[config.mk]
export PLATFORM = sky130hd
export DESIGN_NAME = i2s_feed_fifo
export DESIGN_NICKNAME = d
export VERILOG_FILES = /design/src/rtl/i2s_feed_fifo_pkg.sv /design/src/rtl/i2s_feed_fifo_mem.sv /design/src/rtl/i2s_feed_fifo.sv
export SDC_FILE = /design/constraint.sdc
export NUM_CORES = 1
export LEC_CHECK = 0
export BUFFER_PORTS_ARGS = -buffer_cell sky130_fd_sc_hd__buf_4
export CELL_PAD_IN_SITES_DETAIL_PLACEMENT = 0
export CELL_PAD_IN_SITES_GLOBAL_PLACEMENT = 1
export CORE_ASPECT_RATIO = 1.5
export CORE_UTILIZATION = 40
export DETAILED_ROUTE_END_ITERATION = 12
export GPL_ROUTABILITY_DRIVEN = 0
export PLACE_DENSITY_LB_ADDON = 0.1
export SETUP_SLACK_MARGIN = 0.02
export SKIP_CTS_REPAIR_TIMING = 1
export SYNTH_ARGS = -nofsm -noshare
export SYNTH_HDL_FRONTEND = slang
export SYNTH_SLANG_ARGS = --single-unit
[constraint.sdc]
create_clock -name clk -period 3.4 [get_ports clk]
set_clock_uncertainty 0.2 [all_clocks]
set_input_delay 0.17 -clock clk [delete_from_list [all_inputs] [get_ports clk]]
set_output_delay 0.17 -clock clk [all_outputs]
set_load 0.01 [all_outputs]
[src/rtl/i2s_feed_fifo_pkg.sv]
// Shared constants and types for the I2S feed FIFO.
package i2s_feed_fifo_pkg;

    localparam int FIFO_DEPTH = 4;
    localparam int SAMPLE_W   = 24;

    // One stereo frame as it is held in the buffer.
    typedef struct packed {
        logic [SAMPLE_W-1:0] left;
        logic [SAMPLE_W-1:0] right;
    } stereo_sample_t;

    // Width of an occupancy counter able to hold 0..depth.
    function automatic int level_width(input int depth);
        return $clog2(depth) + 1;
    endfunction

endpackage

[src/rtl/i2s_feed_fifo_mem.sv]
// Register array backing the stereo FIFO: one write port, combinational read.
// Contents are not reset; validity is tracked by the pointers in the top.
module i2s_feed_fifo_mem #(
    parameter int DEPTH = 4,
    parameter int WIDTH = 48
) (
    input  logic                     clk,
    input  logic                     we,
    input  logic [$clog2(DEPTH)-1:0] waddr,
    input  logic [WIDTH-1:0]         wdata,
    input  logic [$clog2(DEPTH)-1:0] raddr,
    output logic [WIDTH-1:0]         rdata
);

    logic [WIDTH-1:0] mem [DEPTH];

    // Store the incoming frame at the write pointer.
    always_ff @(posedge clk) begin
        if (we) begin
            mem[waddr] <= wdata;
        end
    end

    assign rdata = mem[raddr];

endmodule

[src/rtl/i2s_feed_fifo.sv]
// Stereo sample buffer between the DSP stage and the I2S unit. Absorbs timing
// jitter, returns silence on underrun, drops on overflow, sticky status flags.
module i2s_feed_fifo
    import i2s_feed_fifo_pkg::*;
#(
    parameter int DEPTH = FIFO_DEPTH,
    parameter int DW    = SAMPLE_W
) (
    input  logic                   clk,
    input  logic                   rst_n,
    input  logic                   play_in,
    input  logic                   tick_in,
    input  logic [DW-1:0]          audio0_in,
    input  logic [DW-1:0]          audio1_in,
    input  logic                   req_in,
    output logic                   tick_out,
    output logic [DW-1:0]          audio0_out,
    output logic [DW-1:0]          audio1_out,
    input  logic                   clr_status_in,
    output logic [$clog2(DEPTH):0] level_out,
    output logic                   underrun_out,
    output logic                   overflow_out
);

    localparam int AW = $clog2(DEPTH);
    localparam int LW = level_width(DEPTH);
    localparam logic [LW-1:0] FULL_LEVEL = LW'(DEPTH);

    logic [AW-1:0]   wptr_reg;
    logic [AW-1:0]   rptr_reg;
    logic [LW-1:0]   level_reg;
    logic [2*DW-1:0] mem_rdata;

    logic rd_req, wr_req, empty, full;
    logic do_rd, do_wr, underrun_set, overflow_set;

    // Standby masks both strobes. A read on a full FIFO frees the slot the
    // same-cycle write needs, so that write is still accepted.
    assign rd_req       = play_in & req_in;
    assign wr_req       = play_in & tick_in;
    assign empty        = (level_reg == '0);
    assign full         = (level_reg == FULL_LEVEL);
    assign do_rd        = rd_req & ~empty;
    assign do_wr        = wr_req & (~full | do_rd);
    assign underrun_set = rd_req & empty;
    assign overflow_set = wr_req & full & ~do_rd;

    assign level_out = level_reg;

    i2s_feed_fifo_mem #(
        .DEPTH (DEPTH),
        .WIDTH (2 * DW)
    ) u_mem (
        .clk   (clk),
        .we    (do_wr),
        .waddr (wptr_reg),
        .wdata ({audio0_in, audio1_in}),
        .raddr (rptr_reg),
        .rdata (mem_rdata)
    );

    // Pointers, occupancy and the output frame register; standby flushes all.
    always_ff @(posedge clk or negedge rst_n) begin
        if (!rst_n) begin
            wptr_reg   <= '0;
            rptr_reg   <= '0;
            level_reg  <= '0;
            tick_out   <= 1'b0;
            audio0_out <= '0;
            audio1_out <= '0;
        end else if (!play_in) begin
            wptr_reg   <= '0;
            rptr_reg   <= '0;
            level_reg  <= '0;
            tick_out   <= 1'b0;
            audio0_out <= '0;
            audio1_out <= '0;
        end else begin
            tick_out <= rd_req;
            if (rd_req) begin
                // An empty FIFO still answers the request, with silence.
                audio0_out <= do_rd ? mem_rdata[2*DW-1:DW] : '0;
                audio1_out <= do_rd ? mem_rdata[DW-1:0]    : '0;
            end
            if (do_wr) begin
                wptr_reg <= wptr_reg + 1'b1;
            end
            if (do_rd) begin
                rptr_reg <= rptr_reg + 1'b1;
            end
            case ({do_wr, do_rd})
                2'b10:   level_reg <= level_reg + 1'b1;
                2'b01:   level_reg <= level_reg - 1'b1;
                default: level_reg <= level_reg;
            endcase
        end
    end

    // Sticky status: a set event in the same cycle as a clear takes priority.
    always_ff @(posedge clk or negedge rst_n) begin
        if (!rst_n) begin
            underrun_out <= 1'b0;
            overflow_out <= 1'b0;
        end else begin
            underrun_out <= underrun_set | (underrun_out & ~clr_status_in);
            overflow_out <= overflow_set | (overflow_out & ~clr_status_in);
        end
    end

endmodule

-- Yosys cells after proc, flatten, opt, wreduce, memory -nomap -nowiden
Memory sizes are Yosys's and may differ from the RTL's.
Index checks and enable logic that the tools add are counted.
- word-level logic and storage cells: 52
- output and inout bits: 54
- register bits after elaboration: 58
- input port bits: 54
- memories: 1
- memory bits (writable): 192
- memories (memory ; words ; width ; read ports ; clocked after Yosys merged registers in ; wr ports ; RTL line ; text):
    u_mem.mem ; 4 ; 48 ; 1 ; 0 ; 1 ; i2s_feed_fifo_mem.sv:15 ; logic [WIDTH-1:0] mem [DEPTH];
- $add $sub $neg: 4
- mux-type cells: 15
- bitwise logic cells: 16
- equality and inequality tests: 7
- reductions and logical operators: 1
- operators by type and width (kind ; number):
    24-bit two-way mux ; 6
    1-bit bitwise AND ; 9
    2-bit two-way mux ; 4
    2-bit by 1-bit inequality test with 1-bit output (second input constant) ; 3
    3-bit case mux with 2 select lines ; 1
    2-bit by 1-bit adder with 2-bit output (second input constant) ; 2
    1-bit NOT ; 4
    3-bit by 1-bit adder with 3-bit output (second input constant) ; 1
    3-bit == test (second input constant) ; 1
    3-bit zero test ; 1
    1-bit two-way mux ; 3
    3-bit two-way mux ; 1
    3-bit by 1-bit inequality test with 1-bit output (second input constant) ; 1
    1-bit OR ; 3
    3-bit by 1-bit subtractor with 3-bit output (second input constant) ; 1
    2-bit by 1-bit == test with 1-bit output (second input constant) ; 1
    2-bit == test (second input constant) ; 1

-- Logic depth before layout (Yosys ltp)
Gate-level depths: netlist of the first run.
- word-level depth: 8
- gate-level depth with buffers: 8

-- Hierarchy
From an unflattened synthesis of the first run, not the netlist that was laid out.
- cell total of the unflattened synthesis: 421
- area, all modules: 9215.1 um2
- by module, submodules not included (module ; cells an instance ; sequential area each (um2) ; area each (um2) ; instances):
    i2s_feed_fifo_mem ; 254 ; 5765.5 ; 6949.2 ; 1
    i2s_feed_fifo ; 167 ; 1451.4 ; 2265.9 ; 1

-- Worst setup path after synthesis of the first run
OpenSTA, ideal clock, no wires.
- kind: register -> register
- from: reg level_reg[0], in the netlist level_out[0]
- to: mem u_mem.mem[0][0] (enable)
- library setup time: 0.410 ns
- data arrival time: 2.140 ns
- path slack: 0.649 ns
- cell stages (with the launch flop): 4
- path buffers: 0
- required time: 2.790 ns
- cell sequence: dfrtp_1 -> nor2_1 -> a31oi_2 -> and2_1
- cells in the longest elaborated chain, start to end: 7
- elaborated cells on any way between the ends: 9
- ends and longest elaborated chain (item ; RTL line ; text):
    start, declared ; i2s_feed_fifo.sv:31 ; logic [LW-1:0] level_reg;
    start signal, assigned ; i2s_feed_fifo.sv:92 ; 2'b10: level_reg <= level_reg + 1'b1;
    start signal, assigned ; i2s_feed_fifo.sv:93 ; 2'b01: level_reg <= level_reg - 1'b1;
    start signal, assigned ; i2s_feed_fifo.sv:94 ; default: level_reg <= level_reg;
    3-bit zero test ; i2s_feed_fifo.sv:41 ; assign empty = (level_reg == '0);
    1-bit NOT ; i2s_feed_fifo.sv:43 ; assign do_rd = rd_req & ~empty;
    1-bit bitwise AND ; i2s_feed_fifo.sv:43 ;
    1-bit OR (*) ; i2s_feed_fifo.sv:44 ; assign do_wr = wr_req & (~full | do_rd);
    1-bit bitwise AND (*) ; i2s_feed_fifo.sv:44 ;
    1-bit two-way mux (*) ; i2s_feed_fifo_mem.sv:19 ; if (we) begin
    1-bit two-way mux (not written as such) (*) ; i2s_feed_fifo_mem.sv:20 ; mem[waddr] <= wdata;
    end, declared ; i2s_feed_fifo_mem.sv:15 ;
Mark *: on every way between the ends. The rest lies on a longest branch, timed or not.

-- Worst setup path in the final report of the first run
- from: reg level_reg[2], in the netlist level_out[2]
- to: reg level_reg[2], in the netlist level_out[2]
- cells in the longest elaborated chain, start to end: 8
- elaborated cells on any way between the ends: 14
- ends and longest elaborated chain (item ; RTL line ; text):
    3-bit zero test ; i2s_feed_fifo.sv:41 ;
    1-bit NOT ; i2s_feed_fifo.sv:43 ;
    1-bit bitwise AND ; i2s_feed_fifo.sv:43 ;
    1-bit OR ; i2s_feed_fifo.sv:44 ;
    1-bit bitwise AND ; i2s_feed_fifo.sv:44 ;
    2-bit by 1-bit == test with 1-bit output / 2-bit == test (equally long branches) ; i2s_feed_fifo.sv:91 ; case ({do_wr, do_rd})
    3-bit case mux with 2 select lines ; i2s_feed_fifo.sv:91 ;
    3-bit two-way mux ; i2s_feed_fifo.sv:71 ; end else if (!play_in) begin
Several ways; a longest one is shown, not always the timed one.
A chain may end at the register's enable or synchronous reset.

==> summary.txt, run 1 <==
Power and ir drop
  – PwrDens: 643 nW/um^2
  – Total power: 7.56 mW
  – Static leakage: 4.34 nW
  – Peak VDD IR: 414 uV

Placed design
  – Placed Area: 10400 sq um
  – PortBufs: 107
  – Dpl ws: 794 ps
  – Post-DP HPWL: 11200 um
  – Placed insts: 795

Setup path
  – Max incr delay on CP: 540 ps
  – Worst Setup Path Type: reg -> reg
  – R2R cell count: 6
  – Crit path required time: 3640 ps
  – Worst path depth: 6
  – Crit end category: register
  – Reg2reg end: level_out[2]
  – CP Buf/Inv Count: 0
  – Crit-path cells: o311ai_0 -> nor2_1 -> fa_1 -> or4_1 -> a21o_1 -> a21oi_1
  – Worst R2R Start: level_out[2]
  – CP top delay family: compound AO/OA/AOI/OAI gates
  – CP Launch Type: register
  – Critical-path maximum fanout: 11
  – Crit path max-delay cell type: or4_1
  – Reg2reg setup slack: 770 ps
  – Arr. time, crit path: 2860 ps

STA
  – Hold_ws: 112 ps
  – Highest attainable clock frequency: 381 MHz
  – Post-route setup slack: 773 ps
  – Worst-Margin Slew: 876 ps
  – Setup total negative slack: 0 ps
  – Final hold vios: 0
  – Slew Viols, Final: 0
  – Fin crit share: 0.773
  – Tmin final: 2630 ps
  – Slew Limit Headroom: 0.416
  – Setup violators final: 0
  – RSZ-0062 raised after global routing: no

Final layout
  – Most common cell after layout, fill and taps aside: edfxtp_1
  – Final Instance Count excl. Fillers: 895
  – Largest registers: u_mem.mem (192), audio0_out (24), audio1_out (24)
  – Max FFs per register: 192
  – Commonest non-fill, non-tap cells in the layout: edfxtp_1, buf_4, dfrtp_1, dlygate4sd3_1
  – Final instance area: 11700 sq um
  – Synthesis-to-finish area growth: 27.0%
  – N_diodes: 0
  – Share of cells above drive strength 1: 0.351
  – Biggest register: u_mem.mem
  – Core Util, Final: 0.521
  – Final layout net count: 660

Synth
  – Top post-synthesis cells by area: edfxtp_1, dfrtp_1, mux4_2
  – Synth Net Count: 484
  – Top-area cell type share of the netlist area: 0.624
  – Post-synthesis sequential area ratio: 0.781
  – Synthesized area per cell: 21.8 sq um
  – Cell taking the most area after synthesis: edfxtp_1
  – Yosys reg bits: 250
  – Synthesis Warnings: 0
  – Mapped Area: 9250 sq um
  – Synth cell types: 37
  – Post-Syn Instances: 425

Routing
  – Detailed-route wire length: 19200 um
  – Detail Route Antenna Nets: 0
  – Avg WL per Cell: 21.5 um
  – Starting DRT DRC Count: 204
  – DR vias: 4723
  – Vias per cell: 5.28
  – Drc violations: 0
  – DRT Pass-1 Iters: 4

Clock tree
  – Worst-path clk slew: 60 ps
  – H-tree depth: 1
  – Sink Count: 250
  – CTS tree: done
  – CTS buffer count: 25
  – CTS Buffer Depth: 3
  – Clock Latency Late Sink: 510 ps
  – CTS Root Cell: clkbuf_16

Hold path
  – Hold Crit Class: in -> async

Global routing
  – First-pass GRT wire length: 29900 um
  – Vias in the first global route: 5053
  – Initial antenna violation count: 0
  – Largest net degree at the start of global routing: 59
  – Tot GR Track Use: 0.168
  – Gr ovfl total: 0

Floorplan
  – Area of the die: 23700 sq um
  – IO Pins: 108
  – Vert. Die Dim: 188 um
  – Core Area: 22600 sq um
  – Die Wd: 126 um
  – Starting Density: 0.410
  – # rows: 67

Run status
  – Status: finished clean

Run
  – Max Cap Viol: 0
## power breakdown
| part | internal (mW) | total (mW) | switching (mW) |
|---|---|---|---|
| Combinational | 0.638 | 1.13 | 0.493 |
| Sequential | 3.51 | 3.69 | 0.186 |
| Clock | 1.63 | 2.73 | 1.10 |
## area by class of cell
class | instances | area (sq um)
clock buffer | 32 | 672
clock inverter | 13 | 148
inverter | 6 | 22.5
multi-input combinational | 144 | 1850
timing repair buffer | 174 | 1480
tap | 276 | 345
fill | 1813 | 10800
sequential | 250 | 7220
## worst register-to-register path: cells and delay by family, from the launching register on
| family | cells | cell delay, ps |
|---|---|---|
| simple gates | 2 | 670 |
| compound gates | 3 | 750 |
| flops | 1 | 480 |
| fa+ha+maj | 1 | 460 |
## logic make-up (layout without fill, tap and decap cells)
family / after synthesis / after routing / share of synthesized area
AOI/OAI and AO/OA: 65 / 65 / 0.0586
DFF: 250 / 250 / 0.781
buffers and inverters: 31 / 225 / 0.0204
muxes: 49 / 49 / 0.118
and+or+nand+nor: 22 / 22 / 0.0118
xor gates and xnor gates: 3 / 3 / 0.00284
adders and majority gates: 5 / 5 / 0.00758
## worst max-delay path by stage
stage,from,to,slack [ps]
2_1_floorplan,level_out[0],u_mem.mem[0][0],650
3_3_place_gp,level_out[2],level_out[2],800
3_5_place_dp,level_out[2],level_out[2],790
4_1_cts,level_out[2],level_out[2],770
5_1_grt,level_out[2],level_out[2],610
6_report,level_out[2],level_out[2],770
## Yosys cell counts
cell and n:
nor2_1 7, buf_4 2, xnor2_1 1, nand2b_1 1, o21ai_1 1, ha_1 4
nand3_1 1, nand2_1 5, clkbuf_1 2, a21oi_1 4, buf_6 7, o41ai_1 1
o31a_1 1, or4_1 1, inv_1 4, o311a_1 1, buf_1 4, a21o_1 1
nand4_1 1, or2_2 1, and2_1 4, a21oi_2 1, a31oi_2 1, o31ai_1 1
a32oi_1 1, a22o_1 48, mux2_2 1, nor3b_1 1, mux4_2 48, inv_2 2
o21ai_0 3, buf_2 10, edfxtp_1 192, fa_1 1, o311ai_0 1, dfrtp_1 58
xor2_1 2
## metal layers
layer / up-vias / share of wire / GRT usage
met2: 111 / 0.54 / 0.303
met1: 2488 / 0.41 / 0.207
met5: - / 0 / 0
li1: 2097 / - / -
met3: 27 / 0.034 / 0.0239
met4: 0 / 0.018 / 0.0496
Power figures use the tool's default switching activity.
==> run 2: changes to the inputs <==
==> constraint.sdc (replaced) <==
create_clock -name clk -period 2.5 [get_ports clk]
set_clock_uncertainty 0.2 [all_clocks]
set_input_delay 0.125 -clock clk [delete_from_list [all_inputs] [get_ports clk]]
set_output_delay 0.125 -clock clk [all_outputs]
set_load 0.01 [all_outputs]
==> summary.txt, run 2 (synthesized netlist as in run 1, its figures left out) <==
Run status
  – Status: finished clean

Setup path
  – Critical Path Start: level_out[2]
  – R2R cell count: 6
  – Reg2reg end: level_out[2]
  – CP Launch Type: register
  – Crit end category: register
  – Worst Setup Path Type: reg -> reg
  – Crit path required time: 2740 ps
  – Worst R2R Start: level_out[2]
  – Arr. time, crit path: 2580 ps
  – Critical-path maximum fanout: 5
  – Reg2reg setup slack: 150 ps
  – Worst setup path endpoint: level_out[2]

STA
  – Highest attainable clock frequency: 426 MHz
  – Final hold vios: 0
  – Tmin final: 2350 ps
  – Fin crit share: 0.939
  – RSZ-0062 raised after global routing: no
  – Worst-Margin Slew: 671 ps
  – Setup total negative slack: 0 ps
  – Slew Limit Headroom: 0.552
  – Slew Viols, Final: 0
  – Setup violators final: 0

Routing
  – Vias per cell: 5.19
  – DRT Pass-1 Iters: 4
  – Avg WL per Cell: 21.4 um
  – Detailed-route wire length: 19400 um
  – Starting DRT DRC Count: 306
  – Detail Route Antenna Nets: 0
  – Drc violations: 0
  – DR vias: 4700

Final layout
  – Share of cells above drive strength 1: 0.362
  – Biggest register: u_mem.mem
  – Largest registers: u_mem.mem (192), audio0_out (24), audio1_out (24)
  – Final layout net count: 671
  – Commonest non-fill, non-tap cells in the layout: edfxtp_1, buf_4, dfrtp_1, dlygate4sd3_1
  – Synthesis-to-finish area growth: 28.3%
  – Max FFs per register: 192
  – Most common cell after layout, fill and taps aside: edfxtp_1
  – N_diodes: 0
  – Core Util, Final: 0.526

Floorplan
  – Die Wd: 126 um
  – IO Pins: 108
  – Vert. Die Dim: 188 um
  – Starting Density: 0.410
  – # rows: 67
  – Core Area: 22600 sq um
  – Area of the die: 23700 sq um

Global routing
  – Initial antenna violation count: 0
  – Vias in the first global route: 5128
  – Tot GR Track Use: 0.168
  – Gr ovfl total: 0
  – First-pass GRT wire length: 29900 um
  – Largest net degree at the start of global routing: 49

Hold path
  – Hold Crit Class: in -> reg

Power and ir drop
  – Static leakage: 4.40 nW
  – PwrDens: 853 nW/um^2
  – Peak VDD IR: 534 uV

Clock tree
  – CTS Buffer Depth: 3
  – Worst-path clk slew: 70 ps
  – CTS Root Cell: clkbuf_16
  – H-tree depth: 1
  – Clock Latency Late Sink: 510 ps
  – CTS tree: done
  – Sink Count: 250
  – CTS buffer count: 25

Run
  – Max Cap Viol: 0

Placed design
  – PortBufs: 107
  – Post-DP HPWL: 11000 um
-- run 2: changes by cell type in the layout (fill, tap and decap cells not counted), moves of 2 or more --
cell	previous run	this run
bufinv_16	3	0
buf_4	116	119
buf_12	3	10
clkinv_2	3	5
clkbuf_8	2	4
clkbuf_1	5	9
clkinv_1	4	1
-- run 2: where the power goes --
| part | internal [mW] | switching (mW) |
|---|---|---|
| clock | 1.97 | 1.48 |
| combinational | 0.956 | 0.769 |
| sequential | 4.77 | 0.171 |
| total | 7.70 | 2.42 |
-- run 2: how the worst min path moves through the flow --
stage                        from          endpoint  cells past startpoint
floorplan                   rst_n     audio0_out[0]                      0
global placement            rst_n          tick_out                      1
detailed placement          rst_n          tick_out                      1
CTS                         rst_n       rptr_reg[0]                      1
global route         audio0_in[6]  u_mem.mem[3][30]                      2
finish              audio0_in[18]  u_mem.mem[2][42]                      2
-- run 2: metal layers --
metal	vias up	track usage	part of all wire
met5	-	0	0
met4	0	0.0496	0.014
met3	23	0.0309	0.045
met2	109	0.298	0.53
met1	2452	0.209	0.41
li1	2116	-	-
-- run 2: final cells by class --
| cell class | instances | area (sq um) |
|---|---|---|
| fill | 1808 | 10700 |
| tap | 276 | 345 |
| clock inverter | 7 | 40.0 |
| timing repair buffer | 185 | 1650 |
| inverter | 6 | 22.5 |
| clock buffer | 38 | 714 |
| multi-input combinational | 144 | 1860 |
| sequential | 250 | 7220 |
-- run 2: critical path, cell delays in order, from the launching register on --
cell	delay, ps
dfrtp_1	400
o311ai_2	330
nor2_1	120
fa_2	390
or4_1	540
a21o_1	170
a21oi_1	130
-- run 2: stage by stage --
stage	hold WS [ps]	instances	power (mW)	setup slack [ps]	cell area [sq um]
2_1_floorplan	-371	425	6.03	38.0	9250
6_report	147	906	10.1	152	11900
5_1_grt	141	906	10.6	80.7	11900
4_1_cts	-680	849	10.2	50.8	11300
3_3_place_gp	-137	804	6.68	169	10500
3_5_place_dp	-136	804	6.71	71.8	10500
==> run 3: changes to the inputs <==
--- a/config.mk
+++ b/config.mk
@@ -6,13 +6,11 @@
 export NUM_CORES = 1
 export LEC_CHECK = 0
 export BUFFER_PORTS_ARGS = -buffer_cell sky130_fd_sc_hd__buf_4
-export CELL_PAD_IN_SITES_DETAIL_PLACEMENT = 0
-export CELL_PAD_IN_SITES_GLOBAL_PLACEMENT = 1
 export CORE_ASPECT_RATIO = 1.5
 export CORE_UTILIZATION = 40
 export DETAILED_ROUTE_END_ITERATION = 12
 export GPL_ROUTABILITY_DRIVEN = 0
-export PLACE_DENSITY_LB_ADDON = 0.1
+export MAX_ROUTING_LAYER = met4
 export SETUP_SLACK_MARGIN = 0.02
 export SKIP_CTS_REPAIR_TIMING = 1
 export SYNTH_ARGS = -nofsm -noshare
==> summary.txt, run 3 (synthesized netlist as in run 1, its figures left out) <==
STA
  – Highest attainable clock frequency: 424 MHz
  – Final hold vios: 33
  – Fin crit share: 0.944
  – Hold_ws: -32.3 ps
  – Setup violators final: 0
  – Slew Limit Headroom: 0.623
  – Tmin final: 2360 ps
  – Worst-Margin Slew: 565 ps
  – Setup total negative slack: 0 ps
  – RSZ-0062 raised after global routing: no
  – Slew Viols, Final: 0

Final layout
  – Share of cells above drive strength 1: 0.360
  – Final layout net count: 670
  – Biggest register: u_mem.mem
  – Commonest non-fill, non-tap cells in the layout: edfxtp_1, buf_4, dfrtp_1, dlygate4sd3_1
  – Largest registers: u_mem.mem (192), audio0_out (24), audio1_out (24)
  – Most common cell after layout, fill and taps aside: edfxtp_1
  – N_diodes: 0
  – Filler cells: 1759
  – Synthesis-to-finish area growth: 27.4%
  – Final Instance Count excl. Fillers: 904
  – Max FFs per register: 192

Floorplan
  – Vert. Die Dim: 188 um
  – Die Wd: 126 um
  – Area of the die: 23700 sq um
  – # rows: 67
  – Starting Density: 0.410
  – Core Area: 22600 sq um
  – IO Pins: 108

Routing
  – Highest routed layer: met4
  – Starting DRT DRC Count: 225
  – Detailed-route wire length: 18800 um
  – Drc violations: 0
  – Met3 Wirelength: 844 um
  – Routed met2 length: 10200 um
  – Vias per cell: 5.26
  – DR vias: 4756
  – DRT Pass-1 Iters: 4
  – Detail Route Antenna Nets: 0
  – Avg WL per Cell: 20.8 um
  – WL met1: 7480 um

Global routing
  – Largest net degree at the start of global routing: 50
  – Gr ovfl total: 0
  – First-pass GRT wire length: 28400 um
  – Vias in the first global route: 4946
  – Initial antenna violation count: 0
  – Tot GR Track Use: 0.164

Clock tree
  – CTS Buffer Depth: 3
  – CTS buffer count: 23
  – CTS tree: done
  – CTS Root Cell: clkbuf_16
  – Worst-path clk slew: 70 ps
  – H-tree depth: 1
  – Sink Count: 250
  – Clock Latency Late Sink: 510 ps

Setup path
  – R2R cell count: 6
  – CP Launch Type: register
  – Worst Setup Path Type: reg -> reg
  – Critical-path maximum fanout: 2
  – Crit end category: register
  – Arr. time, crit path: 2590 ps
  – Crit path required time: 2730 ps

Power and ir drop
  – Peak VDD IR: 600 uV
  – PwrDens: 857 nW/um^2
  – Static leakage: 4.38 nW

Run
  – Max Cap Viol: 0

Run status
  – Failing checks: negative hold slack
  – Status: finished with violations

Placed design
  – Post-DP HPWL: 10900 um
  – PortBufs: 107
  – Placed insts: 806

Hold path
  – Hold Crit Class: in -> async
run 3: cell count changes in the layout (fill, tap and decap cells not counted), sizes merged:
| cell | previous run | this run |
|---|---|---|
| clkbuf | 38 | 31 |
| bufinv | 0 | 3 |
| inv | 7 | 8 |
| buf | 129 | 130 |
run 3: cell type report:
class / count / area, sq um / share of cell area
flip-flops and latches: 250 / 7220 / 0.613
multi-input cells: 144 / 1860 / 0.158
repair buffers: 186 / 1590 / 0.135
clock buffers: 31 / 606 / 0.0514
well taps: 276 / 345 / 0.0293
clock inverters: 11 / 136 / 0.0116
inverters: 6 / 22.5 / 0.00191
run 3: path summary, 6_finish.rpt:
| check | startpoint | endpoint | slack [ps] |
|---|---|---|---|
| min in group clk | audio1_in[3] | u_mem.mem[2][3] | 160 |
| max in group asynchronous | rst_n | audio0_out[17] | 1510 |
| hold reg to reg | audio0_out[13] | audio0_out[13] | 310 |
| setup / recovery | level_out[2] | level_out[2] | 140 |
| hold / removal | rst_n | audio0_out[11] | -30 |
| setup reg to reg | level_out[2] | level_out[2] | 140 |
run 3: metrics by stage:
step / power (mW) / area, sq um / utilization / setup WS, ps
finish: 10.1 / 11800 / 0.522 / 140
global route: 10.5 / 11800 / 0.522 / 61.9
CTS: 10.1 / 11200 / 0.497 / 96.1
detailed placement: 6.66 / 10500 / 0.464 / 116
global placement: 6.62 / 10500 / 0.464 / 226
floorplan: 6.03 / 9250 / - / 38.0
run 3: where the power goes:
group	internal (mW)	switching [mW]
sequential	4.77	0.142
combinational	0.920	0.791
clock	2.02	1.45
run 3: layer usage:
layer | vias to the layer above | track usage
li1 | 2115 | -
met1 | 2497 | 0.196
met2 | 121 | 0.286
met3 | 23 | 0.0275
met4 | 0 | 0.0445
met5 | - | -
run 3: worst max-delay path, cell delays in order (launching register included):
cell,delay [ps]
dfrtp_1,390
o311ai_2,310
nor2_1,110
fa_1,400
or4_1,570
a21o_1,180
a21oi_1,130
